## src/rtl/fpga1.sv

```systemverilog
// fpga1 -- self-checking 4-input LUT cell.
// Holds the 16-bit truth table in a primary and a shadow copy. Each copy
// carries a stored even-parity bit. The output e comes from the primary copy.
// Any disagreement between the two copies sets a sticky err flag, and so does
// any parity violation in either copy.
module fpga1 #(
    parameter logic [15:0] INIT = 16'h6996
) (
    input  logic       clk,
    input  logic       rst_n,
    input  logic       a,
    input  logic       b,
    input  logic       c,
    input  logic       d,
    input  logic       cfg_we,
    input  logic [3:0] cfg_addr,
    input  logic       cfg_data,
    input  logic       inj_fault,
    output logic       e,
    output logic       err
);

    // Even parity over a 16-bit truth table copy.
    function automatic logic f_parity16(input logic [15:0] v);
        return ^v;
    endfunction

    logic [15:0] r_prim;
    logic [15:0] r_shad;
    logic        r_par_p;
    logic        r_par_s;
    logic        r_e;
    logic        r_err;

    logic [3:0]  w_idx;
    logic [15:0] w_prim_next;
    logic [15:0] w_shad_next;
    logic        w_lut_p;
    logic        w_lut_s;
    logic        w_mismatch;
    logic        w_perr_p;
    logic        w_perr_s;
    logic        w_any_err;

    assign w_idx = {a, b, c, d};

    // Next table contents: a config write patches one bit in both copies.
    always_comb begin
        w_prim_next = r_prim;
        w_shad_next = r_shad;
        if (cfg_we) begin
            w_prim_next[cfg_addr] = cfg_data;
            w_shad_next[cfg_addr] = cfg_data;
        end else begin
            w_prim_next = r_prim;
            w_shad_next = r_shad;
        end
    end

    // Lookup and integrity checks. These use the current (pre-write) tables.
    always_comb begin
        w_lut_p    = r_prim[w_idx] ^ inj_fault;
        w_lut_s    = r_shad[w_idx];
        w_mismatch = (w_lut_p != w_lut_s);
        w_perr_p   = (f_parity16(r_prim) != r_par_p);
        w_perr_s   = (f_parity16(r_shad) != r_par_s);
        w_any_err  = w_mismatch | w_perr_p | w_perr_s;
    end

    // Truth-table copies and their parity bits. Both parity bits are
    // recomputed on the same edge as the write.
    always_ff @(posedge clk or negedge rst_n) begin
        if (!rst_n) begin
            r_prim  <= INIT;
            r_shad  <= INIT;
            r_par_p <= f_parity16(INIT);
            r_par_s <= f_parity16(INIT);
        end else begin
            r_prim  <= w_prim_next;
            r_shad  <= w_shad_next;
            r_par_p <= f_parity16(w_prim_next);
            r_par_s <= f_parity16(w_shad_next);
        end
    end

    // Registered LUT output and sticky error flag. A config write never
    // clears err; only reset does.
    always_ff @(posedge clk or negedge rst_n) begin
        if (!rst_n) begin
            r_e   <= 1'b0;
            r_err <= 1'b0;
        end else begin
            r_e   <= w_lut_p;
            r_err <= r_err | w_any_err;
        end
    end

    assign e   = r_e;
    assign err = r_err;

endmodule

```

## config.mk

```make
export PLATFORM = sky130hd
export DESIGN_NAME = fpga1
export DESIGN_NICKNAME = d
export VERILOG_FILES = /design/src/rtl/fpga1.sv
export SDC_FILE = /design/constraint.sdc
export NUM_CORES = 1
export LEC_CHECK = 0
export BUFFER_PORTS_ARGS = -buffer_cell sky130_fd_sc_hd__buf_2
export CORE_MARGIN = 4
export CORE_UTILIZATION = 65
export DETAILED_ROUTE_END_ITERATION = 10
export PLACE_DENSITY = 0.84
export REMOVE_ABC_BUFFERS = 1
export SLEW_MARGIN = 20
export SYNTH_ARGS = -nofsm -noshare
export SYNTH_HDL_FRONTEND = slang
export SYNTH_SLANG_ARGS = --single-unit
```

## constraint.sdc

```tcl
create_clock -name clk -period 5 [get_ports clk]
set_input_delay 0.5 -clock clk [delete_from_list [all_inputs] [get_ports clk]]
set_output_delay 0.5 -clock clk [all_outputs]
set_load 0.05 [all_outputs]
```

**Word level (Yosys, flattened, before mapping)**

Index checks and enable logic that the tools add are counted.

- Flip-flop bits (word level): 36
- Output and inout port bits: 2

- Order comparisons: 3
- Equal/unequal tests: 3
- Multiplexer cells: 10
- Bitwise gates (word level): 4
- Reduce and logical (&&, ||, !) cells: 5

Operators by type and width:

| operator | count |
|---|---|
| XOR reduction 16 bit | 4 |
| bitwise mux 16 bit | 2 |
| two-way mux 16 bit | 2 |
| < comparator 4 x 5 -> 1 bit (second input constant) | 2 |
| binary-select mux 1 bit (select 4 bit) | 2 |
| demux 1 bit (select 4 bit) | 1 |
| >= comparator 4 x 1 -> 1 bit (second input constant) | 1 |
| two-way mux 1 bit | 3 |
| != test 1 bit | 3 |
| bitwise OR 1 bit | 3 |
| logical AND 1 bit | 1 |
| bitwise XOR 1 bit | 1 |

**Depth between registers and ports, before layout**

- Depth after elaboration: 7
- Depth in mapped cells: 9

**Worst setup path after synthesis**

No wires, ideal clock.

- Path type: input to register
- Start point: input cfg_addr[1]
- End point: register r_par_s
- Setup time: 0.134 ns
- Arrival time: 2.204 ns
- Setup slack: 2.662 ns
- Stages: 7
- Buffers on the path: 1
- Path through: buf_2 > or3b_4 > nor2_4 > mux2_4 > xor2_1 > xor3_1 > xnor3_1

- Cells in the longest elaborated chain, start to end: 7
- Elaborated cells between the ends (all ways): 8
- Classes of those cells: order compare (2); mux (4); reduce/logical (2)

Ends and longest elaborated chain:

| what | RTL line | RTL |
|---|---|---|
| start, declared | 16 | `input logic [3:0] cfg_addr,` |
| < comparator 4 x 5 -> 1 bit (not written as such) or >= comparator 4 x 1 -> 1 bit (tied branches) | 53 | `w_shad_next[cfg_addr] = cfg_data;` |
| logical AND 1 bit (not written as such) | 53 |  |
| two-way mux 1 bit (not written as such) | 53 |  |
| demux 1 bit (select 4 bit) * | 53 |  |
| bitwise mux 16 bit * | 53 |  |
| two-way mux 16 bit * | 51 | `if (cfg_we) begin` |
| via w_shad_next[12] | 37 | `logic [15:0] w_shad_next;` |
| XOR reduction 16 bit * | 25 | `return ^v;` |
| end signal, assigned | 77 | `r_par_s <= f_parity16(INIT);` |
| end signal, assigned | 82 | `r_par_s <= f_parity16(w_shad_next);` |
| end, declared | 31 | `logic r_par_s;` |

Mark *: on every way through the listed nets, which the timed path passes. The rest lies on a longest branch.

**Worst setup path in the final report**

- Start point: input cfg_addr[0]
- End point: register r_par_s

The elaborated chain is that of the path after synthesis.

==> impl_results.md <==
* Final worst-path cycle share at 46.2%
* Synth top area share at 18.7%
* DP HPWL at 4540 µm
* Post-CTS setup repair buffer count at 0
* RSZ-0062 raised after global routing: false
* Die X at 72.2 µm
* ANT nets after route at 0
* Hold buffers post-CTS at 0
* Post-synth top flop: dfrtp_1
* Crit. End Element: flop
* Core area at 0.00400 mm²
* DR top layer: met4
* Skew final at 0.00826 ns
* Initial antenna violation count at 0
* WL final at 6210 µm
* Die H at 72.2 µm
* Post-Syn Instances at 261
* Clock Pin Slew Worst Setup and Hold Paths at 0.08 ns
* GRT overflow at 0
* Async SR Flop Fraction at 100%
* TritonCTS clock tree: built
* Die Footprint at 0.00521 mm²
* CTS root buf: clkbuf_8
* Crit path kind: in -> reg
* Vias in the first global route at 2071
* Synth area leaders: dfrtp_1, dfstp_2, xnor2_1, mux4_2, o21ai_0
* Final min period at 2.31 ns
* Clk Latency, worst-skew pair at 0.30 ns
* Largest area contributor in the synthesized netlist: dfrtp_1
* CTS max path bufs at 2
* Slew @ Worst Pin at 0.776 ns
* Vias at 2070
* Final Core Density at 70.3%
* Cell Area, Synth at 0.00268 mm²
* CTS H-tree depth at 2
* Vias per inst at 6.49
* Leakage at 1.15 nW
* Number of port buffers at 14
* Status: complete, no violations
* Drc violations at 0
* WHS at 0.269 ns
* Starting Density at 66.9%
* Largest net degree at the start of global routing at 37
* Fmax at 433 MHz
* Slew margin rel. at 48.3%
* Hold WC Path Type: in -> async
* Number of enable flip-flop cells after synthesis at 0
* Worst vdd ir at 0.252 mV
* Met2 wire length at 2930 µm
* GR Util All Layers at 26.7%
* CP Data Required Time at 5.18 ns
* Slew Limit Fails at 0
* Post-CTS Resized at 0
* Final setup viols at 0
* First DRT Iteration DRCs at 203
* Maxcap violations at 0
* Number of clock sinks at 36
* Wire per inst at 19.5 µm
* Routability congestion estimate at 0.908
* Share of layout cells above drive strength 1 at 24.2%
* Io pins at 15
* WL met3 at 448 µm
* First-pass GRT wire length at 10500 µm
* Avg Inst Size Synth at 10.2 µm²
* Final setup TNS at 0 ns
* # diodes at 0
* Pwr dens at 489 mW/mm²
* Final Hold Fails at 0
* Non-Filler Instances at 319
* Placed cells at 311
* Initial DRT Pass Iterations at 4
* Yosys reg bits at 36
* Area Growth Syn to Fin at 5.05%
* Nets@finish at 281
* CP Max Fanout at 13
* Yosys cell types at 45
* Crit path DAT at 2.49 ns
* CTS buffer count at 5
* Startpoint type of the worst setup path: input pin
* Yosys Warn Count at 0
* Site Rows at 23
* Met1 WL at 2610 µm
* Sequential area share after synthesis at 34.4%
per-stage QoR:
stage	worst slack [ns]	cell area, µm²	power (mW)
2_1_floorplan	2.76	2580	1.02
3_3_place_gp	2.46	2720	1.14
3_5_place_dp	2.39	2720	1.16
4_1_cts	2.70	2810	1.38
5_1_grt	2.51	2810	1.48
6_report	2.69	2810	1.38
metal layers:
layer,up-vias,global-route usage [%]
met5,-,0
met4,0,12.3
met3,20,6.23
met2,88,40.2
met1,1027,36.8
li1,935,-
synthesized netlist by cell type, types with 4 or more instances:
library cell / n
mux2_2: 8
mux4_2: 10
or3_1: 5
xor2_1: 12
dfstp_2: 16
o21ai_0: 30
xnor2_1: 37
buf_2: 4
nor2_1: 15
clkbuf_1: 4
dfrtp_1: 20
nand3_1: 12
nand2_1: 27
mux2i_1: 10
buf_6: 4
where the power goes:
group / leakage (nW) / total, mW / internal (mW) / switching (mW)
clock network: 0.0510 / 0.218 / 0.110 / 0.108
logic: 0.685 / 0.688 / 0.376 / 0.312
registers: 0.412 / 0.469 / 0.384 / 0.0850
total: 1.15 / 1.38 / 0.870 / 0.505
placed cells by master, fill, tap and decap left out, types with 2 or more instances in the layout:
master	n
a21oi_1	2
a221o_1	3
a22o_1	2
buf_2	14
clkbuf_8	6
clkinv_2	2
dfrtp_1	20
dfstp_2	16
inv_1	3
mux2_2	8
mux2i_1	10
mux4_2	10
nand2_1	27
nand2b_1	3
nand3_1	12
nor2_1	15
nor2b_1	2
nor3_1	3
o211ai_1	2
o21ai_0	30
o221ai_1	2
o31ai_1	2
or3_1	5
xnor2_1	37
xnor3_1	2
xor2_1	12
xor3_1	2
worst max-delay path, cell delays in order:
cell and delay, ns:
buf_2 0.21, or3b_4 0.50, nor2_4 0.16, mux2_4 0.33, xor2_1 0.19, xor3_1 0.27, xnor3_1 0.33
flip-flops by register name, summed over array words and instances (netlist names):
name / count
e: 1
r_prim: 16
err: 1
r_par_s: 1
r_par_p: 1
r_shad: 16
worst paths after layout:
kind	depth (start not counted)	to	start	slack, ns
worst max-delay path	7	r_par_s	cfg_addr[0]	2.69
worst min-delay path	1	r_shad[9]	rst_n	0.27
worst max register to register	5	err	r_prim[0]	2.95
worst min register to register	2	err	err	0.50
max in group asynchronous	1	r_shad[15]	rst_n	4.23
min in group clk	2	e	inj_fault	0.44
cell type report:
type | count | area, µm²
clock buffer | 6 | 82.6
clock inverter | 2 | 10.0
fill | 297 | 1190
inverter | 3 | 11.3
multi-input combinational | 208 | 1650
sequential | 36 | 921
tap | 50 | 62.6
timing repair buffer | 14 | 70.1
logic make-up after synthesis:
family          Yosys count  share of synthesized area, %
compound gates           49                          11.4
xor+xnor                 53                          19.5
buf+inv                  17                          3.79
flops                    36                          34.4
mux                      29                          16.1
simple gates             77                          14.8
Note: power is estimated with default switching activity, not from simulation.
